`src/rtl/axi_buf_pkg.sv`:
```
// Shared widths, burst encodings and beat helper for the AXI address-channel FIFO buffer.
package axi_buf_pkg;

  localparam int unsigned AX_FIXED_BITS = 29;
  localparam int unsigned ATOP_BITS     = 6;
  localparam int unsigned LEN_BITS      = 8;
  // Bit offset of len inside a packed entry, above qos(4) cache(4) lock(1) burst(2) size(3).
  localparam int unsigned LEN_LSB       = 14;

  typedef enum logic [1:0] {
    BurstFixed = 2'b00,
    BurstIncr  = 2'b01,
    BurstWrap  = 2'b10
  } burst_e;

  function automatic logic [LEN_BITS:0] beats_of(input logic [LEN_BITS-1:0] len);
    return {1'b0, len} + (LEN_BITS + 1)'(1);
  endfunction

endpackage

```
`src/rtl/axi_buf_fifo.sv`:
```
// Circular-buffer FIFO with optional fall-through bypass, synchronous flush and occupancy.
module axi_buf_fifo
  import axi_buf_pkg::*;
#(
  parameter int unsigned DATA_WIDTH   = 8,
  parameter int unsigned DEPTH        = 4,
  parameter int unsigned FALL_THROUGH = 0,
  localparam int unsigned UsageW      = $clog2(DEPTH + 1)
) (
  input  logic                  clk_i,
  input  logic                  rst_i,
  input  logic                  flush_i,
  input  logic                  in_valid_i,
  input  logic [DATA_WIDTH-1:0] in_data_i,
  output logic                  in_ready_o,
  output logic                  out_valid_o,
  output logic [DATA_WIDTH-1:0] out_data_o,
  input  logic                  out_ready_i,
  output logic [UsageW-1:0]     usage_o,
  output logic                  push_o,
  output logic                  pop_o
);

  localparam int unsigned PtrW = (DEPTH > 1) ? $clog2(DEPTH) : 1;

  logic [DATA_WIDTH-1:0] mem_q [DEPTH];
  logic [PtrW-1:0]       wr_ptr_q, wr_ptr_d, rd_ptr_q, rd_ptr_d;
  logic [UsageW-1:0]     usage_q, usage_d;
  logic                  empty, full, blocked, bypass;

  function automatic logic [PtrW-1:0] ptr_next(input logic [PtrW-1:0] ptr);
    return (ptr == PtrW'(DEPTH - 1)) ? '0 : ptr + PtrW'(1);
  endfunction

  assign blocked     = rst_i | flush_i;
  assign empty       = (usage_q == '0);
  assign full        = (usage_q == UsageW'(DEPTH));
  assign bypass      = (FALL_THROUGH != 0) & empty & in_valid_i;
  assign in_ready_o  = ~full & ~blocked;
  assign out_valid_o = (~empty | bypass) & ~blocked;
  assign out_data_o  = bypass ? in_data_i : mem_q[rd_ptr_q];
  // A bypassed request is consumed directly and never occupies an entry.
  assign push_o      = in_valid_i & in_ready_o & ~(bypass & out_ready_i);
  assign pop_o       = out_valid_o & out_ready_i & ~empty;
  assign usage_o     = usage_q;

  always_comb begin
    wr_ptr_d = wr_ptr_q;
    rd_ptr_d = rd_ptr_q;
    usage_d  = usage_q;
    if (push_o) wr_ptr_d = ptr_next(wr_ptr_q);
    if (pop_o)  rd_ptr_d = ptr_next(rd_ptr_q);
    case ({push_o, pop_o})
      2'b10:   usage_d = usage_q + UsageW'(1);
      2'b01:   usage_d = usage_q - UsageW'(1);
      default: usage_d = usage_q;
    endcase
    if (flush_i) begin
      wr_ptr_d = '0;
      rd_ptr_d = '0;
      usage_d  = '0;
    end
  end

  always_ff @(posedge clk_i) begin
    if (rst_i) begin
      wr_ptr_q <= '0;
      rd_ptr_q <= '0;
      usage_q  <= '0;
    end else begin
      wr_ptr_q <= wr_ptr_d;
      rd_ptr_q <= rd_ptr_d;
      usage_q  <= usage_d;
    end
  end

  always_ff @(posedge clk_i) begin
    if (push_o) mem_q[wr_ptr_q] <= in_data_i;
  end

endmodule

```
`src/rtl/axi_ax_fifo_buffer.sv`:
```
// AXI AW/AR address-channel buffer: packs request fields into a FIFO and tracks buffered beats.
module axi_ax_fifo_buffer
  import axi_buf_pkg::*;
#(
  parameter int unsigned ID_WIDTH     = 4,
  parameter int unsigned ADDR_WIDTH   = 64,
  parameter int unsigned USER_WIDTH   = 1,
  parameter int unsigned DEPTH        = 4,
  parameter int unsigned FALL_THROUGH = 0,
  parameter int unsigned HAS_ATOP     = 0,
  localparam int unsigned UsageW      = $clog2(DEPTH + 1),
  localparam int unsigned BeatsW      = $clog2(DEPTH * 256 + 1)
) (
  input  logic                  clk_i,
  input  logic                  rst_i,
  input  logic                  flush_i,
  input  logic                  slave_valid_i,
  input  logic [ADDR_WIDTH-1:0] slave_addr_i,
  input  logic [2:0]            slave_prot_i,
  input  logic [3:0]            slave_region_i,
  input  logic [7:0]            slave_len_i,
  input  logic [2:0]            slave_size_i,
  input  logic [1:0]            slave_burst_i,
  input  logic                  slave_lock_i,
  input  logic [3:0]            slave_cache_i,
  input  logic [3:0]            slave_qos_i,
  input  logic [5:0]            slave_atop_i,
  input  logic [ID_WIDTH-1:0]   slave_id_i,
  input  logic [USER_WIDTH-1:0] slave_user_i,
  output logic                  slave_ready_o,
  output logic                  master_valid_o,
  output logic [ADDR_WIDTH-1:0] master_addr_o,
  output logic [2:0]            master_prot_o,
  output logic [3:0]            master_region_o,
  output logic [7:0]            master_len_o,
  output logic [2:0]            master_size_o,
  output logic [1:0]            master_burst_o,
  output logic                  master_lock_o,
  output logic [3:0]            master_cache_o,
  output logic [3:0]            master_qos_o,
  output logic [5:0]            master_atop_o,
  output logic [ID_WIDTH-1:0]   master_id_o,
  output logic [USER_WIDTH-1:0] master_user_o,
  input  logic                  master_ready_i,
  output logic [UsageW-1:0]     usage_o,
  output logic [BeatsW-1:0]     beats_o
);

  localparam int unsigned BaseW = AX_FIXED_BITS + ADDR_WIDTH + USER_WIDTH + ID_WIDTH;
  localparam int unsigned DataW = BaseW + ((HAS_ATOP != 0) ? ATOP_BITS : 0);

  logic [BaseW-1:0]  in_base;
  logic [DataW-1:0]  in_data, head_data, out_data;
  logic              push, pop;
  logic [BeatsW-1:0] beats_q, beats_d;

  assign in_base = {slave_id_i, slave_user_i, slave_addr_i, slave_prot_i, slave_region_i,
                    slave_len_i, slave_size_i, slave_burst_i, slave_lock_i, slave_cache_i,
                    slave_qos_i};

  if (HAS_ATOP != 0) begin : g_atop
    assign in_data       = {slave_atop_i, in_base};
    assign master_atop_o = out_data[DataW-1 -: ATOP_BITS];
  end else begin : g_no_atop
    logic unused_atop;
    assign in_data       = in_base;
    assign unused_atop   = ^slave_atop_i;
    assign master_atop_o = '0;
  end

  axi_buf_fifo #(
    .DATA_WIDTH  (DataW),
    .DEPTH       (DEPTH),
    .FALL_THROUGH(FALL_THROUGH)
  ) u_fifo (
    .clk_i      (clk_i),
    .rst_i      (rst_i),
    .flush_i    (flush_i),
    .in_valid_i (slave_valid_i),
    .in_data_i  (in_data),
    .in_ready_o (slave_ready_o),
    .out_valid_o(master_valid_o),
    .out_data_o (head_data),
    .out_ready_i(master_ready_i),
    .usage_o    (usage_o),
    .push_o     (push),
    .pop_o      (pop)
  );

  // Idle outputs are forced to zero so downstream never sees stale RAM contents.
  assign out_data = master_valid_o ? head_data : '0;
  assign {master_id_o, master_user_o, master_addr_o, master_prot_o, master_region_o,
          master_len_o, master_size_o, master_burst_o, master_lock_o, master_cache_o,
          master_qos_o} = out_data[BaseW-1:0];

  always_comb begin
    beats_d = beats_q;
    if (push) beats_d = beats_d + BeatsW'(beats_of(slave_len_i));
    if (pop)  beats_d = beats_d - BeatsW'(beats_of(head_data[LEN_LSB +: LEN_BITS]));
    if (flush_i) beats_d = '0;
  end

  always_ff @(posedge clk_i) begin
    if (rst_i) beats_q <= '0;
    else       beats_q <= beats_d;
  end

  assign beats_o = beats_q;

endmodule

```
`config.mk`:
```
export PLATFORM = sky130hd
export DESIGN_NAME = axi_ax_fifo_buffer
export DESIGN_NICKNAME = d
export VERILOG_FILES = /design/src/rtl/axi_buf_pkg.sv /design/src/rtl/axi_buf_fifo.sv /design/src/rtl/axi_ax_fifo_buffer.sv
export SDC_FILE = /design/constraint.sdc
export NUM_CORES = 1
export LEC_CHECK = 0
export ABC_AREA = 1
export BUFFER_PORTS_ARGS = -buffer_cell sky130_fd_sc_hd__buf_2
export CORE_AREA = 2 2 179 181
export DETAILED_ROUTE_END_ITERATION = 6
export DIE_AREA = 0 0 181 183
export PLACE_DENSITY = 0.76
export SETUP_SLACK_MARGIN = 0.1
export SYNTH_ARGS = -nofsm -noshare
export SYNTH_HDL_FRONTEND = slang
export SYNTH_SLANG_ARGS = --single-unit
```
`constraint.sdc`:
```
create_clock -name clk_i -period 6.8 [get_ports clk_i]
set_input_delay 0.68 -clock clk_i [delete_from_list [all_inputs] [get_ports clk_i]]
set_output_delay 0.68 -clock clk_i [all_outputs]
set_load 0.03 [all_outputs]
```
* Word level (Yosys, flattened, before mapping) *
Memories as Yosys holds them, arrays and structs flattened. A register that Yosys moved wholly into a read port is not among the register bits.
Index checks and enable logic that the tools add are counted.

cells by class
  $add $sub $neg = 8
  eq/ne operators = 5
  multiplexer cells = 10
  bitwise gates (word level) = 9
  reduce and logical (&&, ||, !) cells = 3

operators with widths
  operator                                                            count
  98-bit 2-to-1 mux                                                   1
  11-bit 2-to-1 mux                                                   2
  8-bit by 1-bit adder with 9-bit output, second input constant       2
  11-bit by 9-bit adder with 11-bit output                            1
  11-bit by 9-bit subtractor with 11-bit output                       1
  2-bit 2-to-1 mux                                                    4
  2-bit == test, second input constant                                3
  3-bit one-hot mux with 2 select lines                               1
  1-bit bitwise AND                                                   5
  2-bit by 1-bit adder with 2-bit output, second input constant       2
  3-bit by 1-bit adder with 3-bit output, second input constant       1
  3-bit == test, second input constant                                1
  3-bit logical NOT                                                   1
  1-bit inverter                                                      3
  3-bit by 1-bit subtractor with 3-bit output, second input constant  1
  2-bit by 1-bit == test with 1-bit output, second input constant     1
  1-bit 2-to-1 mux                                                    2
  2-bit nonzero test                                                  1
  2-bit OR reduction                                                  1
  1-bit bitwise OR                                                    1

storage, ports and cells
  register bits after elaboration = 18
  memory bits (writable) = 392
  bits of input ports = 109
  output and inout bits = 120
  logic and storage cells = 40
  memories kept = 1

memories
  memory        words  width  read ports  clocked after Yosys merged registers in  wr ports  line                source
  u_fifo.mem_q  4      98     1           1                                        1         axi_buf_fifo.sv:26  logic [DATA_WIDTH-1:0] mem_q [DEPTH];

* Longest topological paths before layout *
Gate-level depths: netlist (run 1).

  word-level depth = 7
  mapped depth = 24
  gate-level depth less buffers = 24

* Modules after synthesis *
From an unflattened synthesis (run 1), not the netlist that was laid out.

unflattened totals
  cell total of the unflattened synthesis = 1,454
  area, all modules = 17,196.5 sq um

modules (own cells, without submodules)
  module              times used  cells each  area an instance (sq um)  seq. area each (sq um)
  axi_buf_fifo        1           1,017       15,009.4                  11,951.5
  axi_ax_fifo_buffer  1           437         2,187.1                   220.2

* Worst setup path before layout (run 1) *
OpenSTA, ideal clock, no wires.

  path type = input to register
  start = input flush_i
  end = memory u_fifo.mem_q[0][0] (netlist bit) (enable)
  setup time = 0.557 ns
  arrival = 5.341 ns
  required time = 6.243 ns
  path slack = 0.902 ns
  stages = 6
  path buffers = 1
  cells stage by stage = nor2_4 > nand2_2 > nor2_8 > inv_2 > buf_6 > nor2_1

on the way
  word-level cells in the longest chain between the ends = 6

RTL lines
  what                                    line                      source
  start: declaration                      axi_ax_fifo_buffer.sv:16  input logic flush_i,
  1-bit bitwise OR                        axi_buf_fifo.sv:35        assign blocked = rst_i | flush_i;
  1-bit inverter                          axi_buf_fifo.sv:39        assign in_ready_o = ~full & ~blocked;
  1-bit bitwise AND                       axi_buf_fifo.sv:39
  1-bit bitwise AND                       axi_buf_fifo.sv:43        assign push_o = in_valid_i & in_ready_o & ~(bypass & out_ready_i);
  1-bit 2-to-1 mux                        axi_buf_fifo.sv:78        if (push_o) mem_q[wr_ptr_q] <= in_data_i;
  1-bit 2-to-1 mux (implied by the code)  axi_buf_fifo.sv:78
  end: declaration                        axi_buf_fifo.sv:26

Every way passes these cells.

==> results_dict.tcl, run 1 <==
set metrics [dict create \
    outcome "completed" \
    crit_arrival_ns 3.52 \
    grt_usage_pct 21.9 \
    maxCapViolCount 0 \
    p_leak_nw 7.43 \
    post-dp-hpwl_um 20600 \
    hold_viol 0 \
    crit_required_ns 6.12 \
    crit_buf_inv 3 \
    cts_tree "done" \
    fin_util_pct 62.5 \
    finalSetupViolCount 0 \
    drt-pass1-iter-count 7 \
    whs_ns 0.366 \
    num-nets-final 1756 \
    yosysSeqAreaShare_pct 71.7 \
    hp-class "input port to register" \
    synth_warnings 0 \
    fmax_mhz 238 \
    crit_type "register to primary output" \
    grtUsageMet2_pct 36.9 \
    clk_pin_slew_worst_paths_ns 0.06 \
    wire_per_inst_um 17.9 \
    slew_headroom_pct 23.7 \
    worstHoldStart "slave_size_i[2]" \
    die_w_um 181 \
    synth-seq-cells 412 \
    gp_congestion 0.855 \
    final.period_utilization_pct 61.8 \
    viasPerCell 5.47 \
    slowest_delay_ns 0.95 \
    die_y_um 183 \
    report.final.slew_viol_count 0 \
    endpoint_kind "primary output" \
    io_buffers 216 \
    finalClockSkew_ns 0.0170 \
    cp_slowest_cell "buf_4" \
    busiest_layer "met2" \
    fin_area_sq_um 19500 \
    grt_use_met3_pct 3.24 \
    rsz0062_at_grt "false" \
    cts_buffers 41 \
    clk_latency_ns 0.52 \
    drive_above_1_share_pct 18.7 \
    worst_pin_slew_ns 1.15 \
    use_met1_pct 29.3 \
    drtAntennaViolNets 0 \
    grt_pass1_vias 11000 \
    cts.sinks 412 \
    start_kind "register" \
    path_max_fanout 126 \
    synthCells 1426 \
    period_minus_slack_ns 4.20 \
    synthToLayoutAreaGrowth_pct 15.0 \
    synthesis.area_sq_um 17000 \
    rows 65 \
    ctsResizeCount 0 \
    p_per_area_nw_per_um2 256 \
    cts_buffer_depth 3 \
    dieArea_sq_um 33100 \
    hold_buffers 0 \
    htree_levels 2 \
    min_path_cells 1 \
    setup_tns_ns 0 \
    cts_setup_buffers 0 \
    io-pin-count 229 \
    wirelength_um 36800 \
    syn_area_per_cell_sq_um 11.9 \
    grt_start_max_net_pins 127 \
    grt_pass1_wl_um 56900 \
    detail_route.iter0.violations 1054 \
    drc 0 \
    overflow 0 \
    worstPathCellList "inv_4 -> buf_4 -> o21ai_0 -> a21oi_1 -> buf_2" \
    critical-path-top-delay-family "buffers and inverters" \
    place_area_sq_um 18300 \
    synth_cell_types 40 \
    antenna_found_initial 4 \
    r2r_cells 16 \
    ir_drop_mv 0.182 \
    start_util_pct 54.3 \
    crit_cells 5 \
    cts_root_buffer "clkbuf_16" \
    coreArea_sq_um 31200 \
    num_vias 11200 \
]
worst register-to-register path, cell delays in order (launching register included):
cell	delay, ns
dfxtp_4	0.86
buf_4	0.79
nand2_1	0.13
a32o_1	0.35
ha_1	0.38
nand2_1	0.10
nand2_1	0.07
nand2_1	0.07
nand3_1	0.13
nand2_1	0.10
nand2_1	0.09
inv_1	0.07
nand3_2	0.07
nor2_2	0.13
nand2_1	0.06
nand2_1	0.05
nor2_1	0.03
cell families after synthesis:
| family | after synthesis | synth area share (%) |
|---|---|---|
| xor gates and xnor gates | 9 | 0.509 |
| and+or+nand+nor | 522 | 12.2 |
| other | 1 | 0.0221 |
| adders and majority gates | 26 | 2.05 |
| AOI/OAI and AO/OA | 326 | 9.99 |
| buffers and inverters | 130 | 3.46 |
| DFF | 412 | 71.7 |
worst paths after layout:
check | endpoint | slack [ns]
max | master_addr_o[28] | 2.60
min | u_fifo.mem_q[0][13] | 0.37
max reg2reg | beats_o[10] | 3.22
min reg2reg | register | 0.49
per-stage QoR:
step / power (mW) / cells / setup WS [ns]
detailed placement: 3.04 / 1980 / 3.14
CTS: 5.04 / 2050 / 2.61
global route: 5.16 / 2054 / 2.30
finish: 5.00 / 2057 / 2.60
global placement: 3.03 / 1980 / 3.13
floorplan: 2.97 / 1431 / 0.902
where the power goes:
group / total, mW / switching (mW) / leakage [nW] / internal, mW
Clock: 2.01 / 0.871 / 0.575 / 1.14
Combinational: 0.176 / 0.119 / 3.15 / 0.0572
Sequential: 2.81 / 0.00829 / 3.70 / 2.81
metal layers:
metal	vias to the layer above	part of all wire [%]
met5	-	0
met4	0	2.3
met3	68	6.7
met2	399	49
met1	5397	42
li1	5384	-
cell usage after synthesis:
cell type	instances	area share, %
o21ai_1	5	0.15
or2_2	1	0.037
inv_1	40	0.88
a31o_2	1	0.052
xor2_1	3	0.15
xor2_2	1	0.096
dfxtp_1	20	2.4
clkinv_1	1	0.022
nor2_8	1	0.12
nor2_1	396	8.8
buf_2	30	0.88
buf_1	4	0.088
nand2_4	3	0.20
nand2_2	4	0.15
a21oi_1	115	3.4
clkinv_2	1	0.029
nand2_1	90	2.0
nand3b_1	1	0.044
a21oi_2	1	0.052
nand3_1	16	0.47
inv_2	4	0.088
ha_1	23	1.7
a32o_1	8	0.47
edfxtp_1	392	69
o31ai_1	2	0.088
clkbuf_1	37	0.82
buf_4	10	0.44
or2_1	3	0.11
a21boi_0	1	0.044
o21ai_0	190	5.6
xnor2_1	5	0.26
nand3_2	1	0.059
conb_1	1	0.022
nor2_4	2	0.13
nand4_1	2	0.074
a21o_1	2	0.088
nor2_2	2	0.074
buf_6	3	0.20
fa_1	3	0.35
a22o_1	1	0.052
cells in the final DEF (no fill, tap or decap), types with 3 or more instances in the layout:
cell / Yosys / routed
nand2_2: 4 / 4
ha_1: 23 / 23
a32o_1: 8 / 8
xnor2_1: 5 / 5
dfxtp_1: 20 / 18
diode_2: 0 / 7
clkinv_2: 1 / 5
clkbuf_1: 37 / 8
inv_6: 0 / 3
nand2_1: 90 / 90
nor2_4: 2 / 6
buf_4: 10 / 15
edfxtp_1: 392 / 392
buf_2: 30 / 216
clkinv_1: 1 / 14
a21oi_1: 115 / 115
xor2_1: 3 / 3
o21ai_1: 5 / 5
o21ai_0: 190 / 190
conb_1: 1 / 6
clkbuf_16: 0 / 41
nand3_1: 16 / 16
nor2_1: 396 / 392
inv_1: 40 / 40
fa_1: 3 / 3
nand2_4: 3 / 3
or2_1: 3 / 3
flip-flops by register name (all words and copies together) (netlist names), named ones only:
register	flops
u_fifo.rd_ptr_q	2
u_fifo.mem_q	392
u_fifo.usage_o	3
beats_o	11
u_fifo.wr_ptr_q	2
layout make-up:
cell class | instances | area (sq um)
Antenna cell | 7 | 17.5
Sequential cell | 412 | 12200
Clock buffer | 49 | 1060
Fill cell | 2375 | 11700
Multi-Input combinational cell | 889 | 4260
Clock inverter | 21 | 128
Inverter | 46 | 178
Timing Repair Buffer | 231 | 1190
Tap cell | 402 | 503
(Power assumes the default switching activity.)
==> run 2: changes to the inputs <==
==> constraint.sdc (replaced) <==
create_clock -name clk_i -period 4.4 [get_ports clk_i]
set_input_delay 0.44 -clock clk_i [delete_from_list [all_inputs] [get_ports clk_i]]
set_output_delay 0.44 -clock clk_i [all_outputs]
set_load 0.03 [all_outputs]
==> results_dict.tcl, run 2 (synthesized netlist as in run 1, its figures left out) <==
set metrics [dict create \
    grt_usage_pct 21.9 \
    finalSetupViolCount 0 \
    antenna_found_initial 4 \
    cts_setup_buffers 0 \
    clk_pin_slew_worst_paths_ns 0.06 \
    largest_register_ffs 392 \
    grt_start_max_net_pins 133 \
    place_ws_ns 1.03 \
    synthToLayoutAreaGrowth_pct 15.3 \
    drive_above_1_share_pct 18.8 \
    coreArea_sq_um 31200 \
    rsz0062_at_grt "false" \
    cts.sinks 412 \
    fmax_mhz 289 \
    fin_util_pct 62.6 \
    overflow 0 \
    crit_type "register to primary output" \
    report.final.slew_viol_count 0 \
    dp.cells 1977 \
    cts_root_buffer "clkbuf_16" \
    layout_common_cells "nor2_1 (392), edfxtp_1 (392), buf_2 (216)" \
    grt_pass1_vias 11000 \
    setup_tns_ns 0 \
    gp_congestion 0.847 \
    cts_tree "done" \
    drc 0 \
    cts_buffers 41 \
    final.period_utilization_pct 78.8 \
    p_per_area_nw_per_um2 396 \
    clk_latency_ns 0.52 \
    fin_area_sq_um 19600 \
    crit_arrival_ns 3.03 \
    maxCapViolCount 0 \
    io-pin-count 229 \
    worst_pin_slew_ns 0.897 \
    finalClockSkew_ns 0.0131 \
    fillers 2388 \
    start_kind "register" \
    hold_buffers 0 \
    ir_drop_mv 0.218 \
    fin_ws_ns 0.934 \
    whs_ns 0.126 \
    num_vias 11200 \
    drt-pass1-iter-count 5 \
    largest_register "u_fifo.mem_q" \
    wirelength_um 36500 \
    wire_per_inst_um 17.8 \
    place_area_sq_um 18400 \
    slew_headroom_pct 40.2 \
    dieArea_sq_um 33100 \
    cts_buffer_depth 3 \
    drtAntennaViolNets 0 \
    rows 65 \
    die_w_um 181 \
    outcome "completed" \
    num-nets-final 1753 \
    hp-class "input port to register" \
    die_y_um 183 \
    ctsResizeCount 0 \
    crit_required_ns 3.96 \
    detail_route.iter0.violations 1073 \
    p_total_mw 7.75 \
    path_max_fanout 84 \
    start_util_pct 54.3 \
    hold_viol 0 \
    endpoint_kind "primary output" \
    post-dp-hpwl_um 19900 \
    io_buffers 216 \
    grt_pass1_wl_um 57100 \
    p_leak_nw 7.45 \
    period_minus_slack_ns 3.47 \
    viasPerCell 5.47 \
    htree_levels 2 \
    fin_cells 2051 \
]
[run 2: changes by cell type in the layout (fill, tap and decap cells not counted)]
cell      delta
buf_4        -9
clkinv_2     +4
clkbuf_1     -1
diode_2      -4
inv_6        -1
inv_4        +1
clkinv_1     -3
clkinv_4     +1
buf_12       +6
[run 2: critical path, cell delays in order (launching register included)]
cell and delay [ns]:
dfxtp_4 0.81, buf_4 0.81, nor2_1 0.13, nor2_1 0.14, o21ai_0 0.12, a21oi_1 0.21
buf_2 0.24
[run 2: area by class of cell]
type | count | area [sq um] | share of cell area (%)
sequential | 412 | 12200 | 62.3
multi-input combinational | 889 | 4260 | 21.8
timing repair buffer | 228 | 1250 | 6.37
clock buffer | 48 | 1050 | 5.38
tap | 402 | 503 | 2.57
inverter | 46 | 179 | 0.915
clock inverter | 23 | 141 | 0.723
antenna | 3 | 7.51 | 0.0384
[run 2: report_power, final]
group          leakage (nW)  internal, mW  total, mW  switching (mW)
combinational          3.16        0.0893      0.272           0.183
clock                 0.588          1.77       3.13            1.36
sequential             3.70          4.34       4.35          0.0124
[run 2: final timing paths]
path	from	to	slack, ns	cells after the start
setup / recovery	register	master_addr_o[14]	0.93	6
hold / removal	slave_addr_i[14]	u_fifo.mem_q[1][43]	0.13	1
setup reg to reg	register	beats_o[10]	1.19	14
hold reg to reg	u_fifo.rd_ptr_q[0]	register	0.50	1
[run 2: layer usage]
layer / vias up / track usage (%) / share of wire, %
met5: - / 0 / 0.099
met1: 5393 / 29.7 / 42
met3: 62 / 4.01 / 7.2
li1: 5368 / - / -
met4: 6 / 5.79 / 2.1
met2: 396 / 36.8 / 48
